$ cat config.mk
export PLATFORM = sky130hd
export DESIGN_NAME = instr_sequencer
export DESIGN_NICKNAME = d
export VERILOG_FILES = /design/src/rtl/instr_sequencer.sv
export SDC_FILE = /design/constraint.sdc
export NUM_CORES = 1
export LEC_CHECK = 0
export BUFFER_PORTS_ARGS = -buffer_cell sky130_fd_sc_hd__buf_2
export CAP_MARGIN = 20
export CORE_MARGIN = 10
export CORE_UTILIZATION = 45
export DETAILED_ROUTE_END_ITERATION = 8
export PLACE_DENSITY = 0.88
export SYNTH_ARGS = -nofsm -noshare
export SYNTH_HDL_FRONTEND = slang
export SYNTH_SLANG_ARGS = --single-unit
$ cat constraint.sdc
create_clock -name CLK -period 2.4 [get_ports CLK]
set_input_delay 0.12 -clock CLK [delete_from_list [all_inputs] [get_ports CLK]]
set_output_delay 0.12 -clock CLK [all_outputs]
set_load 0.01 [all_outputs]
$ cat src/rtl/instr_sequencer.sv
// ============================================================================
// Module   : instr_sequencer
// Function : PDP-8 major-state sequencer (fetch/defer/autoindex/execute) that
//            issues memory handshakes and datapath load/select strobes.
// Revision : 1.0  initial release
// ============================================================================
`default_nettype none

module instr_sequencer (
  input  logic       CLK,
  input  logic       RESET,
  input  logic       RUN,
  input  logic       AAND,
  input  logic       TAD,
  input  logic       ISZ,
  input  logic       DCA,
  input  logic       JMS,
  input  logic       JMP,
  input  logic       IOT,
  input  logic       OPR,
  input  logic       IND,
  input  logic       PPIND,
  input  logic       MEMACK,
  input  logic       ISZCARRY,
  input  logic       IOTACK,
  output logic       MEMREQ,
  output logic       MEMWR,
  output logic       MASEL,
  output logic [1:0] WDSEL,
  output logic       LDIR,
  output logic       LDMD,
  output logic       LDEA,
  output logic [1:0] EASEL,
  output logic       INCPC,
  output logic       LDPC,
  output logic       ANDSTB,
  output logic       TADSTB,
  output logic       CLRAC,
  output logic       OPRSTB,
  output logic       IOTREQ,
  output logic [3:0] STATE
);

  typedef enum logic [3:0] {
    S_IDLE    = 4'd0,
    S_FETCH   = 4'd1,
    S_DECODE  = 4'd2,
    S_DEFER   = 4'd3,
    S_AUTOINC = 4'd4,
    S_EXEC    = 4'd5,
    S_ISZW    = 4'd6,
    S_JMS2    = 4'd7,
    S_OPRX    = 4'd8,
    S_IOTX    = 4'd9
  } state_t;

  state_t state_q;
  state_t state_d;
  state_t w_end_state;
  logic   w_mem_ack;
  logic   w_iot_ack;

  // Acknowledges arriving while reset is sampled must not fire any strobe.
  assign w_mem_ack   = MEMACK & ~RESET;
  assign w_iot_ack   = IOTACK & ~RESET;
  assign w_end_state = RUN ? S_FETCH : S_IDLE;
  assign STATE       = state_q;

  always_ff @(posedge CLK) begin
    if (RESET) begin
      state_q <= S_IDLE;
    end else begin
      state_q <= state_d;
    end
  end

  always_comb begin
    state_d = state_q;
    MEMREQ  = 1'b0;
    MEMWR   = 1'b0;
    MASEL   = 1'b0;
    WDSEL   = 2'd0;
    LDIR    = 1'b0;
    LDMD    = 1'b0;
    LDEA    = 1'b0;
    EASEL   = 2'd0;
    INCPC   = 1'b0;
    LDPC    = 1'b0;
    ANDSTB  = 1'b0;
    TADSTB  = 1'b0;
    CLRAC   = 1'b0;
    OPRSTB  = 1'b0;
    IOTREQ  = 1'b0;

    case (state_q)
      S_IDLE: begin
        if (RUN) state_d = S_FETCH;
      end

      S_FETCH: begin
        MEMREQ = 1'b1;
        if (w_mem_ack) begin
          LDIR    = 1'b1;
          INCPC   = 1'b1;
          state_d = S_DECODE;
        end
      end

      S_DECODE: begin
        LDEA = 1'b1;
        if (OPR) begin
          state_d = S_OPRX;
        end else if (IOT) begin
          state_d = S_IOTX;
        end else if (IND || PPIND) begin
          state_d = S_DEFER;
        end else if (JMP) begin
          // Direct EA is combinational, so PC can take it on this same edge.
          LDPC    = 1'b1;
          state_d = w_end_state;
        end else begin
          state_d = S_EXEC;
        end
      end

      S_DEFER: begin
        MEMREQ = 1'b1;
        MASEL  = 1'b1;
        if (w_mem_ack) begin
          LDMD = 1'b1;
          if (PPIND) begin
            state_d = S_AUTOINC;
          end else begin
            LDEA    = 1'b1;
            EASEL   = 2'd1;
            state_d = S_EXEC;
          end
        end
      end

      S_AUTOINC: begin
        MEMREQ = 1'b1;
        MEMWR  = 1'b1;
        MASEL  = 1'b1;
        if (w_mem_ack) begin
          LDEA    = 1'b1;
          EASEL   = 2'd2;
          state_d = S_EXEC;
        end
      end

      S_EXEC: begin
        if (JMP) begin
          LDPC    = 1'b1;
          state_d = w_end_state;
        end else if (AAND || TAD) begin
          MEMREQ = 1'b1;
          MASEL  = 1'b1;
          if (w_mem_ack) begin
            LDMD    = 1'b1;
            ANDSTB  = AAND;
            TADSTB  = TAD;
            state_d = w_end_state;
          end
        end else if (ISZ) begin
          MEMREQ = 1'b1;
          MASEL  = 1'b1;
          if (w_mem_ack) begin
            LDMD    = 1'b1;
            state_d = S_ISZW;
          end
        end else if (DCA) begin
          MEMREQ = 1'b1;
          MEMWR  = 1'b1;
          MASEL  = 1'b1;
          WDSEL  = 2'd1;
          if (w_mem_ack) begin
            CLRAC   = 1'b1;
            state_d = w_end_state;
          end
        end else if (JMS) begin
          MEMREQ = 1'b1;
          MEMWR  = 1'b1;
          MASEL  = 1'b1;
          WDSEL  = 2'd2;
          if (w_mem_ack) begin
            LDPC    = 1'b1;
            state_d = S_JMS2;
          end
        end else begin
          state_d = w_end_state;
        end
      end

      S_ISZW: begin
        MEMREQ = 1'b1;
        MEMWR  = 1'b1;
        MASEL  = 1'b1;
        if (w_mem_ack) begin
          INCPC   = ISZCARRY;
          state_d = w_end_state;
        end
      end

      S_JMS2: begin
        INCPC   = 1'b1;
        state_d = w_end_state;
      end

      S_OPRX: begin
        OPRSTB  = 1'b1;
        state_d = w_end_state;
      end

      S_IOTX: begin
        IOTREQ = 1'b1;
        if (w_iot_ack) state_d = w_end_state;
      end

      default: begin
        state_d = S_IDLE;
      end
    endcase
  end

endmodule

`default_nettype wire

Word-level counts from Yosys, hierarchy flattened
Index checks and enable logic that the tools add are counted.
- register bits after elaboration: 4
- latch bits: 0
- RAM bits: 0
- memory bits (read-only): 0
- bits of input ports: 16
- output and inout port bits: 21
- memories: 0
- add/sub/neg operators: 0
- multiply operators: 0
- div/mod/pow operators: 0
- magnitude comparators: 0
- equality and inequality tests: 16
- shifts and indexed selects: 0
- multiplexer cells: 77
- bitwise gates (word level): 3
- reduce and logical (&&, ||, !) cells: 8
- operators with widths (cell ; count):
    two-way mux 4 bit ; 15
    two-way mux 1 bit ; 44
    one-hot mux 4 bit (9 select lines) ; 1
    == test 4 x 3 -> 1 bit (second input constant) ; 4
    two-way mux 2 bit ; 7
    inequality test 2 bit (second input constant) ; 5
    one-hot mux 1 bit (2 select lines) ; 5
    == test 4 x 2 -> 1 bit (second input constant) ; 2
    == test 4 bit (second input constant) ; 2
    AND reduction 7 bit ; 1
    two-way mux 3 bit ; 2
    inequality test 6 bit (second input constant) ; 1
    one-hot mux 1 bit (3 select lines) ; 2
    inequality test 5 bit (second input constant) ; 1
    == test 4 x 1 -> 1 bit (second input constant) ; 1
    zero test 4 bit ; 1
    one-hot mux 2 bit (2 select lines) ; 1
    OR reduction 2 bit ; 2
    OR reduction 4 bit ; 1
    OR reduction 3 bit ; 1
    AND 1 bit ; 2
    logical OR 1 bit ; 2
    NOT 1 bit ; 1

Depth between registers and ports, before layout
Gate-level depths: netlist (run 1).
- word-level depth: 9
- gate-level depth with buffers: 7
- gate-level depth less buffers: 5

Least setup slack after synthesis (run 1)
No wires, ideal clock.
- kind: reg-to-reg
- start point: register state_q[0] (netlist: STATE[0])
- end point: register state_q[0] (netlist: STATE[0])
- library setup time: 0.132 ns
- arrival: 1.604 ns
- data required time: 2.268 ns
- slack: 0.664 ns
- stages on the path, launching flop included: 7
- clock period less this slack: 1.736 ns
- cells stage by stage: dfxtp_1 > buf_2 > nor4bb_1 > o21ai_0 > o211ai_1 > or3_1 > o21ai_0
- word-level cells in the longest chain between the ends: 6
- ends and longest elaborated chain (what ; line ; text):
    start, declared ; 57 ; state_t state_q;
    start signal, assigned ; 73 ; state_q <= state_d;
    two-way mux 4 bit (5 in a row) ; -- ;
    one-hot mux 4 bit (9 select lines) ; 95 ; case (state_q)
Parallel ways exist; a longest one is shown, timed or not.
A chain may end at the register's enable or synchronous reset.

Worst setup path after layout (run 1)
- start point: register state_q[0] (netlist: STATE[0])
- end point: output LDMD
- word-level cells in the longest chain between the ends: 2
- ends and longest elaborated chain (what ; line ; text):
    == test 4 x 3 -> 1 bit / == test 4 x 2 -> 1 bit (equally long branches) ; 95 ;
    one-hot mux 1 bit (2 select lines) * ; 95 ;
    end, declared ; 31 ; output logic LDMD,
Every way passes the cells marked *; elsewhere a longest branch is shown, timed or not.

==> results.py, run 1 <==
metrics = {
    "final_layout": {
        "final_cell_mix": "buf_2, nor2_1, o21ai_0",
        "area.growth.synth_to_final_pct": 26.73,
        "layout.cells.most_common": "buf_2",
        "n_antenna_cell": 0,
        "largest_reg_flops": 4,
        "final_area_sq_um": 960.9,
        "nets": 167,
        "drive_above_1_share": 0.3289,
    },
    "yosys": {
        "syn-instance-count": 116,
        "synth.distinct_cells": 45,
        "ys_ff_latch": 4,
        "async_flop_share": 0,
        "synth_area_sq_um": 758.2,
        "yosys_most_used_dff": "dfxtp_1",
        "synthesis.nets": 132,
        "avgSynthCellArea_sq_um": 6.536,
        "synth_warnings": 0,
        "ys_seq_area_frac": 0.1056,
        "synth_edf_count": 0,
    },
    "cts": {
        "clock_latency_ps": 240,
        "cts_tree": "done",
        "ctsLongestPathBuffers": 2,
        "cts_buffers": 3,
        "cts_num_sinks": 4,
        "root_buffer": "clkbuf_4",
        "holdBufCountCts": 0,
        "cts.reportedPaths.clkPinSlew_ps": 40,
        "h-tree-depth": 1,
    },
    "global_route": {
        "overflow": 0,
        "antenna_found_initial": 0,
        "grt_pass1_wl_um": 4540,
        "grt_max_degree": 21,
        "grt_pass1_vias": 995,
        "gr-usage-all-layers": 0.1519,
    },
    "floorplan": {
        "core_sq_um": 1541,
        "die_area_sq_um": 3727,
        "die_y_um": 61.05,
        "num_io_pins": 37,
        "rows": 14,
        "initial_utilization": 0.4919,
        "die_w_um": 61.05,
    },
    "min_path": {
        "min_path_cells": 2,
        "min_from": "MEMACK",
        "hold_class": "primary input to register",
        "hold_path_end": "STATE[1]",
    },
    "setup_path": {
        "arrival_ps": 2080,
        "startpoint_type": "register",
        "worstSetupPathType": "register to output port",
        "required_ps": 2280,
        "r2r_cells": 5,
        "r2r_slack_ps": 380,
        "r2r-start": "STATE[0]",
        "crit_fanout": 20,
        "endpoint_kind": "output port",
        "reg2reg_to": "STATE[1]",
    },
    "sta": {
        "period_minus_slack_ps": 2195,
        "drv_slew": 0,
        "setup_ws_ps": 204.5,
        "fmax_mhz": 455.5,
        "setup_tns_ps": 0,
        "post-route-period-util": 0.9148,
        "tightest_slew_ps": 632.7,
        "clock-skew-final_ps": 1.397,
        "slew_headroom": 0.5776,
        "setup_violations": 0,
        "hold_violations": 0,
        "rsz0062_at_grt": "no",
    },
    "detailed_routing": {
        "num_vias": 1078,
        "drt_iter0_drc": 41,
        "dr.pass1.iters": 4,
        "antenna_left": 0,
        "wl_per_cell_um": 16.56,
        "routed_wl_um": 2733,
        "drc_errors": 0,
        "avgViaCountPerCell": 6.533,
    },
    "power": {
        "ir_drop_mv": 0.4976,
        "leakagePower_nw": 0.4416,
        "power_density_nw_per_um2": 524.4,
    },
    "placed_design": {
        "place_ws_ps": 413.3,
        "detailed_place.area_sq_um": 937.1,
        "hpwl_um": 2132,
        "port-buffer-count": 36,
        "gp_congestion": 0.9536,
    },
    "outcome": {
        "outcome": "finished clean",
    },
    "run": {
        "drv_cap": 0,
    },
}
-- synthesized netlist by cell type, types with 2 or more instances --
cell type	count	area share
and3_1	4	0.033
nor2b_1	5	0.041
o31ai_1	3	0.030
o32ai_1	3	0.035
clkbuf_1	6	0.030
nand2_1	6	0.030
a21oi_1	5	0.033
o21ai_0	10	0.066
nor2_1	16	0.079
o211ai_1	2	0.020
dfxtp_1	4	0.11
inv_1	4	0.020
or3_1	2	0.016
nor3_1	6	0.040
nand2b_1	5	0.041
a31oi_1	4	0.033
and2_1	2	0.016
or2_2	2	0.016
-- metrics by stage --
step / hold WS [ps] / power [W] / util / instances
after floorplan: 189.1 / 0.0003219 / - / 116
after CTS: 126.9 / 0.0005022 / 0.6226 / 165
after detailed placement: 375.6 / 0.0004122 / 0.6080 / 162
final: 135.9 / 0.0005039 / 0.6234 / 165
after global routing: 134.3 / 0.0005488 / 0.6234 / 165
after global placement: 372.5 / 0.0004020 / 0.6080 / 162
-- worst max-delay path by stage --
stage,slack [ps],to,start
2_1_floorplan,660,STATE[0],STATE[0]
3_3_place_gp,480,STATE[2],STATE[1]
3_5_place_dp,410,STATE[2],STATE[1]
4_1_cts,230,LDMD,STATE[0]
5_1_grt,60,LDMD,STATE[0]
6_report,200,LDMD,STATE[0]
-- critical path, stage by stage, from the launching register on --
cell and delay [ps]:
dfxtp_1 720, nand4bb_1 290, or2_2 380, o21ai_0 170, and2_1 150, buf_2 120
-- power breakdown --
group | switching [W] | leakage, nW | total (W) | internal (W)
sequential | 0.0000628 | 0.0331 | 0.000144 | 0.0000813
combinational | 0.000143 | 0.395 | 0.000272 | 0.000129
clock | 0.0000313 | 0.0138 | 0.0000875 | 0.0000562
total | 0.000237 | 0.442 | 0.000504 | 0.000267
-- cell type report --
class,instances,area (sq um)
flip-flops and latches,4,81.33
inverters,4,15.01
well taps,16,20.02
repair buffers,39,202.7
fillers,156,580.6
clock buffers,3,22.52
multi-input cells,99,619.3
-- cell families after synthesis --
logic type	count (synthesis)	share of synthesized area
AO/OA/AOI/OAI	38	0.3416
buffers and inverters	13	0.07754
flip-flops	4	0.1056
multiplexers	1	0.01320
AND/OR/NAND/NOR	60	0.4620
-- metal layers --
layer	part of all wire	global-route usage	wire, um
met4	0.0062	0.05016	17
met2	0.50	0.2421	1363
met1	0.37	0.1882	1008
met3	0.13	0.04733	343
met5	0	0	0
-- what timing repair did --
action / 4_1_cts / 5_1_grt
setup endpoints to repair: 0 / 1
resized for setup: 0 / 1
setup buffers: 0 / 0
endpoints found under the hold margin: 0 / 0
Power figures use the tool's default switching activity.
==> run 2: changes to the inputs <==
--- a/config.mk
+++ b/config.mk
@@ -10,6 +10,7 @@
 export CORE_MARGIN = 10
 export CORE_UTILIZATION = 45
 export DETAILED_ROUTE_END_ITERATION = 8
+export GPL_TIMING_DRIVEN = 0
 export PLACE_DENSITY = 0.88
 export SYNTH_ARGS = -nofsm -noshare
 export SYNTH_HDL_FRONTEND = slang
==> run 2 against run 1 <==
Net effect:
- combinational power rose by 26%
- largest cell class unchanged
- wire length fell by 1.9%
- non-clock buffer count rose by 6
- die area did not move
- first-iteration DRC count rose by 95%
- sequential cell count did not move
- clock-buffer cell count did not move
- sequential share of layout area fell by 0.30 points
- total power rose by 2.7%
- utilization rose by 1.3 points
- largest power group unchanged
==> results.py, run 2 (synthesized netlist as in run 1, its figures left out) <==
metrics = {
    "floorplan": {
        "num_io_pins": 37,
        "core_sq_um": 1541,
        "initial_utilization": 0.4919,
        "die_area_sq_um": 3727,
        "die_w_um": 61.05,
        "die_y_um": 61.05,
        "rows": 14,
    },
    "sta": {
        "period_minus_slack_ps": 1968,
        "clock-skew-final_ps": 2.502,
        "post-route-period-util": 0.8202,
        "hold_violations": 0,
        "setup_violations": 0,
        "fmax_mhz": 508.0,
        "slew_headroom": 0.4887,
        "rsz0062_at_grt": "no",
        "setup_tns_ps": 0,
        "drv_slew": 0,
        "tightest_slew_ps": 761.1,
    },
    "global_route": {
        "grt_pass1_wl_um": 4084,
        "overflow": 0,
        "grt_pass1_vias": 960,
        "gr-usage-all-layers": 0.1350,
        "grt_max_degree": 11,
        "antenna_found_initial": 0,
    },
    "cts": {
        "cts_resized": 0,
        "cts.reportedPaths.clkPinSlew_ps": 40,
        "cts_num_sinks": 4,
        "root_buffer": "clkbuf_4",
        "holdBufCountCts": 0,
        "cts_buffers": 3,
        "clock_latency_ps": 240,
        "ctsLongestPathBuffers": 2,
        "h-tree-depth": 1,
        "cts_setup_buffers": 0,
        "cts_tree": "done",
    },
    "detailed_routing": {
        "drc_errors": 0,
        "routed_wl_um": 2681,
        "wl_per_cell_um": 15.68,
        "antenna_left": 0,
        "dr.pass1.iters": 4,
        "avgViaCountPerCell": 6.187,
        "num_vias": 1058,
        "drt_iter0_drc": 80,
    },
    "final_layout": {
        "drive_above_1_share": 0.3097,
        "fin_util": 0.6364,
        "n_antenna_cell": 0,
        "final_cell_mix": "buf_2, nor2_1, o21ai_0",
        "area.growth.synth_to_final_pct": 29.37,
        "nets": 173,
        "layout.cells.most_common": "buf_2",
        "largest_reg_flops": 4,
    },
    "placed_design": {
        "port-buffer-count": 36,
        "hpwl_um": 2123,
        "gp_congestion": 0.9265,
    },
    "setup_path": {
        "r2r-start": "STATE[2]",
        "cpPeakStageDelay_ps": 500,
        "arrival_ps": 1850,
        "worst-path-buf-inv": 2,
        "startpoint_type": "register",
        "endpoint_kind": "output port",
        "critPathSlowestCell": "dfxtp_1",
        "crit_start": "STATE[2]",
        "crit_fanout": 10,
        "required_ps": 2280,
        "crit_chain": "clkbuf_1 -> nand2_1 -> nor3_1 -> a21oi_1 -> a21oi_1 -> buf_2",
        "worstSetupPathType": "register to output port",
        "cp_common_cell": "a21oi_1",
        "path_delay_family": "buffers and inverters",
    },
    "power": {
        "comb_power_share": 0.664,
        "leakagePower_nw": 0.4479,
        "pwr-share-clk": 0.166,
        "ir_drop_mv": 0.4474,
        "switchingPower_w": 0.0002404,
        "power.internal_w": 0.0002771,
        "finalPower_w": 0.0005175,
        "switching_share": 0.4646,
        "p_seq_frac": 0.170,
        "power_density_nw_per_um2": 527.6,
    },
    "outcome": {
        "outcome": "finished clean",
    },
    "min_path": {
        "min_from": "MEMACK",
        "hold_class": "primary input to register",
    },
    "run": {
        "drv_cap": 0,
    },
}
## run 2: cell types whose count changed in the layout (fill, tap and decap cells not counted)
cell      previous run  this run
clkbuf_1             0         6
dfxtp_1              3         4
dfxtp_2              1         0
buf_4                3         0
buf_2               36        37
buf_6                0         1
clkbuf_2             0         1
## run 2: worst register-to-register path: stages (launching register included)
cell       delay, ps
dfxtp_1          500
clkbuf_1         380
inv_1            120
a21oi_1          160
o32ai_1           80
a2111oi_0        380
o21ai_0          170
## run 2: final cells by class
class	count	area, sq um
multi-input cells	99	619.3
fillers	140	560.5
repair buffers	36	180.2
flip-flops and latches	4	80.08
plain buffers	9	43.79
clock buffers	3	22.52
well taps	16	20.02
inverters	4	15.01
## run 2: path summary, 6_finish.rpt
path / endpoint / slack [ps] / cells past startpoint
max: LDPC / 430 / 6
min: STATE[1] / 120 / 2
max reg2reg: STATE[0] / 480 / 6
min reg2reg: STATE[2] / 800 / 4
## run 2: power groups by stage
stage / Sequential, W / Combinational, W / Clock (W)
2_1_floorplan: 0.0000954 / 0.000227 / 0
3_3_place_gp: 0.0000883 / 0.000330 / 0
3_5_place_dp: 0.0000893 / 0.000336 / 0
4_1_cts: 0.0000881 / 0.000338 / 0.0000883
5_1_grt: 0.0000904 / 0.000374 / 0.0000929
6_report: 0.0000882 / 0.000343 / 0.0000859
## run 2: stage by stage
step / setup WS, ps / instance area [sq um] / instances / hold slack (ps)
floorplan: 664.4 / 758.2 / 116 / 189.1
global placement: 573.8 / 958.4 / 168 / 374.5
detailed placement: 529.2 / 958.4 / 168 / 369.6
CTS: 458.8 / 980.9 / 171 / 115.0
global route: 306.3 / 980.9 / 171 / 136.0
finish: 431.6 / 980.9 / 171 / 120.4
## run 2: metal layers
metal,up-vias,GRT usage,part of all wire
met5,-,0,0
met4,0,0.02821,0
met3,0,0.04527,0.12
met2,73,0.2176,0.49
met1,470,0.1698,0.39
li1,515,-,-
==> run 3: changes to the inputs <==
--- a/config.mk
+++ b/config.mk
@@ -8,10 +8,10 @@
 export BUFFER_PORTS_ARGS = -buffer_cell sky130_fd_sc_hd__buf_2
 export CAP_MARGIN = 20
 export CORE_MARGIN = 10
-export CORE_UTILIZATION = 45
+export CORE_UTILIZATION = 41
 export DETAILED_ROUTE_END_ITERATION = 8
 export GPL_TIMING_DRIVEN = 0
-export PLACE_DENSITY = 0.88
+export PLACE_DENSITY = 0.85
 export SYNTH_ARGS = -nofsm -noshare
 export SYNTH_HDL_FRONTEND = slang
 export SYNTH_SLANG_ARGS = --single-unit
==> constraint.sdc (replaced) <==
create_clock -name CLK -period 1.79 [get_ports CLK]
set_input_delay 0.0895 -clock CLK [delete_from_list [all_inputs] [get_ports CLK]]
set_output_delay 0.0895 -clock CLK [all_outputs]
set_load 0.01 [all_outputs]
==> run 3 against run 2 <==
Net effect:
- the run now ends with negative setup slack left
- critical path depth unchanged
- register-to-register slack worse by 510 ps
- worst setup slack worse by 470 ps
- design area up 12%
- clock skew up 1.0 ps
- critical path type is now register to register
- largest power group unchanged
- non-clock buffer count up 3
- highest routed layer is now met4
- via count up 5.7%
==> results.py, run 3 (synthesized netlist as in run 1, its figures left out) <==
metrics = {
    "detailed_routing": {
        "antenna_left": 0,
        "num_vias": 1118,
        "drt_iter0_drc": 73,
        "avgViaCountPerCell": 6.109,
        "drc_errors": 0,
        "dr.pass1.iters": 6,
        "routed_wl_um": 3050,
        "wl_per_cell_um": 16.67,
    },
    "floorplan": {
        "die_y_um": 63.01,
        "core_sq_um": 1745,
        "die_w_um": 63.01,
        "initial_utilization": 0.4344,
        "die_area_sq_um": 3970,
        "num_io_pins": 37,
        "rows": 15,
    },
    "sta": {
        "setup_violations": 3,
        "slew_headroom": 0.4904,
        "fmax_mhz": 548.2,
        "period_minus_slack_ps": 1824,
        "clock-skew-final_ps": 3.540,
        "tightest_slew_ps": 758.6,
        "post-route-period-util": 1.019,
        "setup_ws_ps": -34.18,
        "drv_slew": 0,
        "hold_violations": 0,
        "rsz0062_at_grt": "yes",
    },
    "power": {
        "switching_share": 0.4658,
        "leakagePower_nw": 0.4873,
        "comb_power_share": 0.689,
        "power_density_nw_per_um2": 712.8,
        "p_seq_frac": 0.159,
        "power.internal_w": 0.0004169,
        "ir_drop_mv": 0.3828,
        "switchingPower_w": 0.0003635,
        "pwr-share-clk": 0.152,
    },
    "global_route": {
        "gr-usage-all-layers": 0.1488,
        "antenna_found_initial": 0,
        "grt_pass1_vias": 1119,
        "overflow": 0,
        "grt_max_degree": 11,
        "grt_pass1_wl_um": 5009,
    },
    "cts": {
        "holdBufCountCts": 0,
        "cts.reportedPaths.clkPinSlew_ps": 40,
        "cts_buffers": 3,
        "h-tree-depth": 1,
        "cts_num_sinks": 4,
        "root_buffer": "clkbuf_4",
        "ctsLongestPathBuffers": 2,
        "cts_tree": "done",
        "clock_latency_ps": 250,
    },
    "setup_path": {
        "cpPeakStageDelay_ps": 580,
        "startpoint_type": "register",
        "required_ps": 1950,
        "crit_start": "STATE[0]",
        "crit_chain": "buf_4 -> or4bb_1 -> o31ai_1 -> a211oi_1 -> or3_1 -> a31oi_1",
        "worstSetupPathType": "register to register",
        "arrival_ps": 1990,
        "crit_fanout": 10,
        "endpoint_kind": "register",
        "r2r-start": "STATE[0]",
        "critPathSlowestCell": "or4bb_1",
    },
    "final_layout": {
        "area.growth.synth_to_final_pct": 44.39,
        "largest_reg_flops": 4,
        "final-seq-area_sq_um": 82.58,
        "layoutNonFillerInstCount": 183,
        "layout.cells.most_common": "buf_2",
        "drive_above_1_share": 0.4051,
        "multi_input_area_sq_um": 680.7,
        "n_antenna_cell": 0,
        "nets": 176,
        "final_cell_mix": "buf_2, nor2_1, o21ai_0",
        "filler_cell_count": 176,
    },
    "outcome": {
        "outcome": "complete, but fails checks",
        "violations": "negative setup slack",
    },
    "placed_design": {
        "place_ws_ps": -42.99,
        "gp_congestion": 0.9112,
        "hpwl_um": 2261,
        "dp_cells": 177,
        "port-buffer-count": 36,
    },
    "min_path": {
        "hold_class": "primary input to register",
        "min_from": "MEMACK",
    },
    "run": {
        "drv_cap": 0,
    },
}
[run 3: changes by cell type in the layout (fill, tap and decap cells not counted), moves of 2 or more]
cell      change
buf_4         +4
clkbuf_1      -3
dfxtp_1       -2
dfxtp_2       +2
nor3_1        -2
o21ai_0       -2
o21ai_1       +2
[run 3: worst max-delay path, delay by kind of cell (launching register included)]
family          cells  cell delay [ps]
compound gates      3              360
buf+inv             1              180
flops               1              320
simple gates        2              890
[run 3: power by group through the flow]
stage          Clock [W]  Sequential (W)  Combinational [W]
4_1_cts         0.000117        0.000122           0.000497
3_3_place_gp           0        0.000118           0.000443
5_1_grt         0.000130        0.000127           0.000583
3_5_place_dp           0        0.000120           0.000461
6_report        0.000119        0.000124           0.000537
2_1_floorplan          0        0.000128           0.000304
[run 3: worst paths after layout]
path / to / slack, ps / cells past startpoint
min reg2reg: STATE[3] / 770 / 4
min: STATE[1] / 100 / 2
max reg2reg: STATE[2] / -30 / 6
max: STATE[2] / -30 / 6
[run 3: cell type report]
class	instances	area share
inverter	4	0.01371
buffer	9	0.05486
sequential	4	0.07543
clock buffer	3	0.02057
tap	25	0.02857
multi-input combinational	99	0.6217
timing repair buffer	39	0.1851
[run 3: routing by layer]
layer,track usage,wire [um]
met3,0.04839,326
met2,0.2322,1430
met1,0.1728,1206
met5,0,0
met4,0.08380,87
[run 3: per-stage QoR]
step           TNS [ps]  total power [W]  area [sq um]  hold slack (ps)    util
3_5_place_dp     -46.82        0.0005806         969.7            348.0  0.5556
2_1_floorplan         0        0.0004316         758.2            158.6       -
3_3_place_gp     -6.789        0.0005612         969.7            336.7  0.5556
5_1_grt          -359.9        0.0008399          1095            119.4  0.6272
4_1_cts          -45.36        0.0007358          1047            98.19  0.6000
6_report         -98.17        0.0007804          1095            99.81  0.6272
[run 3: repair_timing]
action	CTS	global route
pin swaps	0	3
endpoints found under the hold margin	0	0
setup buffers	2	1
setup endpoints to repair	14	13
resized for setup	11	14
